<file path="src/rtl/mat_fifo_stream_out.sv">
// mat_fifo_stream_out
// Streams one image frame (IMG_WIDTH x IMG_HEIGHT beats) out of an upstream
// show-ahead FIFO onto a valid/ready stream, tagging each beat with
// start-of-frame, end-of-line and end-of-frame flags.
//
// Handshake: a beat transfers on every rising edge where m_valid and m_ready
// are both 1. While m_valid=1 and m_ready=0, m_data and the tags hold.
// m_valid never depends on m_ready. The upstream pop (fifo_rd_en) is derived
// from registered state and fifo_empty only, so there is no combinational
// path from m_ready to fifo_rd_en.
//
// A 2-entry skid buffer sits between the FIFO and the stream. A word popped
// on an edge is presented on m_data from the next cycle. Popping stops when
// both entries are full.
//
// Optional feature: define MAT_STREAM_STALL_CNT_EN to add the 16-bit
// stall_cnt output, which counts backpressured cycles in the current frame.
//
// dbg_state exposes the FSM state: 0 = IDLE, 1 = RUN, 2 = DRAIN.
module mat_fifo_stream_out #(
    parameter int DATA_WIDTH = 32,
    parameter int IMG_WIDTH  = 640,
    parameter int IMG_HEIGHT = 480
) (
    input  logic                  rd_clk,
    input  logic                  rd_rst,
    input  logic                  frame_start,
    input  logic [DATA_WIDTH-1:0] fifo_rd_data,
    input  logic                  fifo_empty,
    output logic                  fifo_rd_en,
    output logic [DATA_WIDTH-1:0] m_data,
    output logic                  m_valid,
    input  logic                  m_ready,
    output logic                  m_sof,
    output logic                  m_eol,
    output logic                  m_eof,
    output logic                  busy,
    output logic                  frame_done,
`ifdef MAT_STREAM_STALL_CNT_EN
    output logic [15:0]           stall_cnt,
`endif
    output logic [1:0]            dbg_state
);

    localparam int TOTAL = IMG_WIDTH * IMG_HEIGHT;
    localparam int CNT_W = $clog2(TOTAL + 1);

    localparam logic [CNT_W-1:0] TOTAL_C    = CNT_W'(TOTAL);
    localparam logic [CNT_W-1:0] LAST_BEAT  = CNT_W'(TOTAL - 1);
    localparam logic [CNT_W-1:0] LAST_COL   = CNT_W'(IMG_WIDTH - 1);

    // Tag bit positions inside a buffer entry.
    localparam int TAG_SOF = 0;
    localparam int TAG_EOL = 1;
    localparam int TAG_EOF = 2;

    typedef enum logic [1:0] {
        S_IDLE  = 2'd0,
        S_RUN   = 2'd1,
        S_DRAIN = 2'd2
    } state_t;

    state_t                state_q, state_d;
    logic [CNT_W-1:0]      fetch_cnt_q, fetch_cnt_d;
    logic [CNT_W-1:0]      col_q, col_d;
    logic [CNT_W-1:0]      row_q, row_d;
    logic                  frame_done_q, frame_done_d;

    logic [DATA_WIDTH-1:0] buf_data_q [2];
    logic [DATA_WIDTH-1:0] buf_data_d [2];
    logic [2:0]            buf_tag_q  [2];
    logic [2:0]            buf_tag_d  [2];
    logic                  wr_ptr_q, wr_ptr_d;
    logic                  rd_ptr_q, rd_ptr_d;
    logic [1:0]            occ_q, occ_d;

    logic                  pop;
    logic                  accept;
    logic                  head_eof;
    logic [2:0]            fetch_tag;

`ifdef MAT_STREAM_STALL_CNT_EN
    logic [15:0]           stall_cnt_q, stall_cnt_d;
`endif

    // Pop and accept strobes plus the tags of the word being fetched.
    always_comb begin
        pop = 1'b0;
        if ((state_q == S_RUN) && !rd_rst && !fifo_empty &&
            (occ_q < 2'd2) && (fetch_cnt_q < TOTAL_C)) begin
            pop = 1'b1;
        end
        accept   = (occ_q != 2'd0) && m_ready;
        head_eof = buf_tag_q[rd_ptr_q][TAG_EOF];

        fetch_tag          = 3'b000;
        fetch_tag[TAG_SOF] = (col_q == '0) && (row_q == '0);
        fetch_tag[TAG_EOL] = (col_q == LAST_COL);
        fetch_tag[TAG_EOF] = (fetch_cnt_q == LAST_BEAT);
    end

    // Frame FSM: next state, fetch/column/row counters and the done pulse.
    always_comb begin
        state_d      = state_q;
        fetch_cnt_d  = fetch_cnt_q;
        col_d        = col_q;
        row_d        = row_q;
        frame_done_d = 1'b0;

        case (state_q)
            S_IDLE: begin
                if (frame_start) begin
                    state_d     = S_RUN;
                    fetch_cnt_d = '0;
                    col_d       = '0;
                    row_d       = '0;
                end
            end

            S_RUN: begin
                // frame_start is ignored here; only pops advance the frame.
                if (pop) begin
                    fetch_cnt_d = fetch_cnt_q + 1'b1;
                    if (col_q == LAST_COL) begin
                        col_d = '0;
                        row_d = row_q + 1'b1;
                    end else begin
                        col_d = col_q + 1'b1;
                    end
                    if (fetch_cnt_q == LAST_BEAT) begin
                        state_d = S_DRAIN;
                    end
                end
            end

            S_DRAIN: begin
                // The eof beat can only be in the buffer here, because it is
                // popped on the same edge that enters DRAIN.
                if (accept && head_eof) begin
                    state_d      = S_IDLE;
                    frame_done_d = 1'b1;
                end
            end

            default: begin
                state_d = S_IDLE;
            end
        endcase
    end

    // Two-entry skid buffer: write on pop, read on accept, track occupancy.
    always_comb begin
        buf_data_d = buf_data_q;
        buf_tag_d  = buf_tag_q;
        wr_ptr_d   = wr_ptr_q;
        rd_ptr_d   = rd_ptr_q;
        occ_d      = occ_q + 2'(pop) - 2'(accept);

        if (pop) begin
            buf_data_d[wr_ptr_q] = fifo_rd_data;
            buf_tag_d[wr_ptr_q]  = fetch_tag;
            wr_ptr_d             = ~wr_ptr_q;
        end
        if (accept) begin
            rd_ptr_d = ~rd_ptr_q;
        end
    end

`ifdef MAT_STREAM_STALL_CNT_EN
    // Saturating count of backpressured cycles, cleared when a frame starts.
    always_comb begin
        stall_cnt_d = stall_cnt_q;
        if ((state_q == S_IDLE) && frame_start) begin
            stall_cnt_d = '0;
        end else if ((occ_q != 2'd0) && !m_ready && (stall_cnt_q != 16'hFFFF)) begin
            stall_cnt_d = stall_cnt_q + 16'd1;
        end
    end

    // Stall counter register.
    always_ff @(posedge rd_clk) begin
        if (rd_rst) begin
            stall_cnt_q <= '0;
        end else begin
            stall_cnt_q <= stall_cnt_d;
        end
    end

    assign stall_cnt = stall_cnt_q;
`endif

    // State, counters and buffer registers with synchronous reset.
    always_ff @(posedge rd_clk) begin
        if (rd_rst) begin
            state_q       <= S_IDLE;
            fetch_cnt_q   <= '0;
            col_q         <= '0;
            row_q         <= '0;
            frame_done_q  <= 1'b0;
            wr_ptr_q      <= 1'b0;
            rd_ptr_q      <= 1'b0;
            occ_q         <= 2'd0;
            for (int i = 0; i < 2; i++) begin
                buf_data_q[i] <= '0;
                buf_tag_q[i]  <= '0;
            end
        end else begin
            state_q       <= state_d;
            fetch_cnt_q   <= fetch_cnt_d;
            col_q         <= col_d;
            row_q         <= row_d;
            frame_done_q  <= frame_done_d;
            wr_ptr_q      <= wr_ptr_d;
            rd_ptr_q      <= rd_ptr_d;
            occ_q         <= occ_d;
            for (int i = 0; i < 2; i++) begin
                buf_data_q[i] <= buf_data_d[i];
                buf_tag_q[i]  <= buf_tag_d[i];
            end
        end
    end

    assign fifo_rd_en = pop;
    assign m_valid    = (occ_q != 2'd0);
    assign m_data     = buf_data_q[rd_ptr_q];
    assign m_sof      = m_valid && buf_tag_q[rd_ptr_q][TAG_SOF];
    assign m_eol      = m_valid && buf_tag_q[rd_ptr_q][TAG_EOL];
    assign m_eof      = m_valid && buf_tag_q[rd_ptr_q][TAG_EOF];
    assign busy       = (state_q != S_IDLE);
    assign frame_done = frame_done_q;
    assign dbg_state  = state_q;

endmodule

</file>
<file path="config.mk">
export PLATFORM = sky130hd
export DESIGN_NAME = mat_fifo_stream_out
export DESIGN_NICKNAME = d
export VERILOG_FILES = /design/src/rtl/mat_fifo_stream_out.sv
export SDC_FILE = /design/constraint.sdc
export NUM_CORES = 1
export LEC_CHECK = 0
export ABC_AREA = 0
export BUFFER_PORTS_ARGS = -buffer_cell sky130_fd_sc_hd__buf_2
export CAP_MARGIN = 5
export CORE_MARGIN = 1.5
export CORE_UTILIZATION = 52
export CTS_CLUSTER_SIZE = 28
export DETAILED_ROUTE_END_ITERATION = 16
export GPL_ROUTABILITY_DRIVEN = 0
export PLACE_DENSITY = 0.7
export SYNTH_ARGS = -nofsm -noshare
export SYNTH_HDL_FRONTEND = slang
export SYNTH_SLANG_ARGS = --single-unit
</file>
<file path="constraint.sdc">
create_clock -name rd_clk -period 4.39 [get_ports rd_clk]
set_clock_uncertainty 0.1 [all_clocks]
set_input_delay 0.439 -clock rd_clk [delete_from_list [all_inputs] [get_ports rd_clk]]
set_output_delay 0.439 -clock rd_clk [all_outputs]
set_load 0.05 [all_outputs]
</file>
==> metrics.cfg <==
[run_status]
outcome = completed

[die]
die-width_um = 115
core_region_area_sq_mm = 0.0121
pin_count = 78
dieArea_sq_mm = 0.0132
chipHeight_um = 115
fp-row-count = 40
initial_core_util_pct = 53.6

[grt]
grt_pass1_vias = 5303
grt_pass1_wl_um = 24700
overflow = 0
grt_max_degree = 103
antenna_found_initial = 0
grt_usage_pct = 23.5

[hold_path]
hold_path_class = in -> reg

[cells_and_area]
syn_to_final_growth_pct = 15.6
nets = 850
drive_gt1_share_pct = 19.0
post-route-util_pct = 62.0
diodes = 0
fillers = 1074

[placement]
dp_hpwl_um = 9920
io_buffers = 77

[worst_setup_path]
arrival_ps = 3090
required_ps = 3850
path_class = reg -> out
endpoint_kind = primary output
crit_fanout = 14
start_kind = flip-flop

[sta]
setup_viol = 0
rsz0062_at_grt = false
fin_crit_sh_pct = 82.8
tightest_slew_ps = 942
fin_crit_ps = 3630
setup_tns_ps = 0
relSlewSlack_pct = 37.2
fmax_mhz = 275
slew_violations = 0
hold_viol = 0

[power]
p_comb_share_pct = 13.9
ir_worst_vdd_uv = 321
pwr-share-clk_pct = 44.4
leakagePower_nw = 2.78
p_seq_share_pct = 41.6
p_switching_mw = 0.827
power_switching_share_pct = 27.1
p_int_mw = 2.23
p_per_area_mw_per_mm2 = 407

[yosys]
yosys.area.top_type = dfxtp_1
yosys-top-cells-area = dfxtp_1 (41%), mux2i_1 (5.9%), mux2_2 (5.6%)
ys_async_sr_fraction_pct = 0
avgSynthCellArea_sq_um = 8.59
syn_inst = 755
synth_most_common_cell = dfxtp_1
yosysSeqAreaShare_pct = 41.3
synthTopCellsByCount = dfxtp_1 (134), nor2_1 (76), nand2_1 (70)
synthAdderAreaFrac_pct = 1.16
synth_compound_area_share_pct = 15.0
synth_top_family_by_area = simple AND/OR/NAND/NOR gates
syn_area_sq_mm = 0.00649
synth_mux_area_share_pct = 11.4
ys_types = 61
synth_top_area_share_pct = 41.3
synth_xor_area_share_pct = 2.29
ys.flop_type = dfxtp_1
ys_warn_count = 0
synthSimpleGateAreaFrac_pct = 24.1
synth_nets = 798
yosys_register_bits = 134
synth_edf_count = 0

[route]
drc = 0
routed_via_density = 5.70
wl_per_cell_um = 15.0
wl_um = 14800
vias = 5622
drt-initial-drc-count = 353
drt_first_pass_iters = 5
ant_nets = 0

[clock_network]
ctsResizeCount = 0
hold_buffers = 0
numCtsBuffers = 17
clockBufferDepth = 2
post_cts.repair.setup_buffers = 0
h-tree-depth = 4
cts-root-buf = clkbuf_16
tritoncts = built
clock_latency_ps = 420
clk_pin_slew_ps = 60
cts_sinks = 134

[job]
max_cap_violations = 0

==> power by group through the flow <==
stage / registers (mW) / logic [mW] / clock network, mW
6_report: 1.27 / 0.426 / 1.36
2_1_floorplan: 1.29 / 0.336 / 0
4_1_cts: 1.27 / 0.427 / 1.37
3_5_place_dp: 1.30 / 0.425 / 0
5_1_grt: 1.28 / 0.455 / 1.44
3_3_place_gp: 1.30 / 0.419 / 0
==> routing by layer <==
metal	part of all wire (%)	wire length, um	track usage (%)	up-vias
met2	48	7060	37.7	136
li1	-	-	-	2793
met1	46	6780	30.2	2661
met3	4.2	616	5.35	32
met5	0	0	0	-
met4	2.6	392	10.6	0
==> cells by family (layout without fill, tap and decap cells) <==
logic type,after synthesis,in the layout
muxes,70,70
adders and majority gates,6,6
xor gates and xnor gates,17,17
buffers and inverters,75,139
AOI/OAI and AO/OA,152,152
and+or+nand+nor,301,301
DFF,134,134
==> worst max-delay path: stages, from the launching register on <==
cell and delay, ps:
dfxtp_1 470, nor3b_4 630, nand2_1 430, or2_1 430
inv_1 350, buf_2 340
==> metrics by stage <==
step | area [sq um] | power [mW] | instances | worst slack [ps] | hold slack, ps
2_1_floorplan | 6490 | 1.63 | 755 | 1870 | 346
3_3_place_gp | 6940 | 1.72 | 956 | 1110 | 356
3_5_place_dp | 6940 | 1.72 | 956 | 952 | 363
4_1_cts | 7500 | 3.07 | 987 | 754 | 118
5_1_grt | 7500 | 3.17 | 987 | 570 | 126
6_report | 7500 | 3.06 | 987 | 756 | 131
==> cell usage in the layout (no fill, tap or decap), types with 10 or more instances in the layout <==
cell,n
a211oi_1,12
clkbuf_16,17
nor3_1,10
nor2_1,76
o21ai_0,53
nor4_1,15
a21oi_1,31
mux2_2,32
xnor2_1,15
nand2_1,70
and3_1,12
nand4_1,15
buf_2,77
nand2b_1,37
mux2i_1,38
and4_1,12
a31oi_1,10
nand3_1,20
dfxtp_1,134
inv_1,23
==> path summary, 6_finish.rpt <==
kind                        start        endpoint  slack [ps]  depth (start not counted)
setup / recovery     dbg_state[1]      fifo_rd_en         760                          5
hold / removal    fifo_rd_data[1]   buf_data_q[1]         130                          3
setup reg to reg     dbg_state[1]       col_q[14]         980                          6
hold reg to reg    buf_data_q[25]  buf_data_q[25]         370                          2
==> registers in the layout, indices dropped and copies added, names as in the netlist, 2 cells and up <==
name         count
row_q           19
buf_tag_q        6
buf_data_q      64
fetch_cnt_q     19
dbg_state        2
occ_q            2
col_q           19
==> cell type report <==
| type | instances | area, sq um | share of cell area, % |
|---|---|---|---|
| tap | 168 | 210 | 2.80 |
| inverter | 23 | 86.3 | 1.15 |
| timing repair buffer | 85 | 445 | 5.94 |
| sequential | 134 | 2680 | 35.8 |
| multi-input combinational | 546 | 3510 | 46.8 |
| clock inverter | 12 | 131 | 1.75 |
| clock buffer | 19 | 433 | 5.77 |
Power figures use the tool's default switching activity.
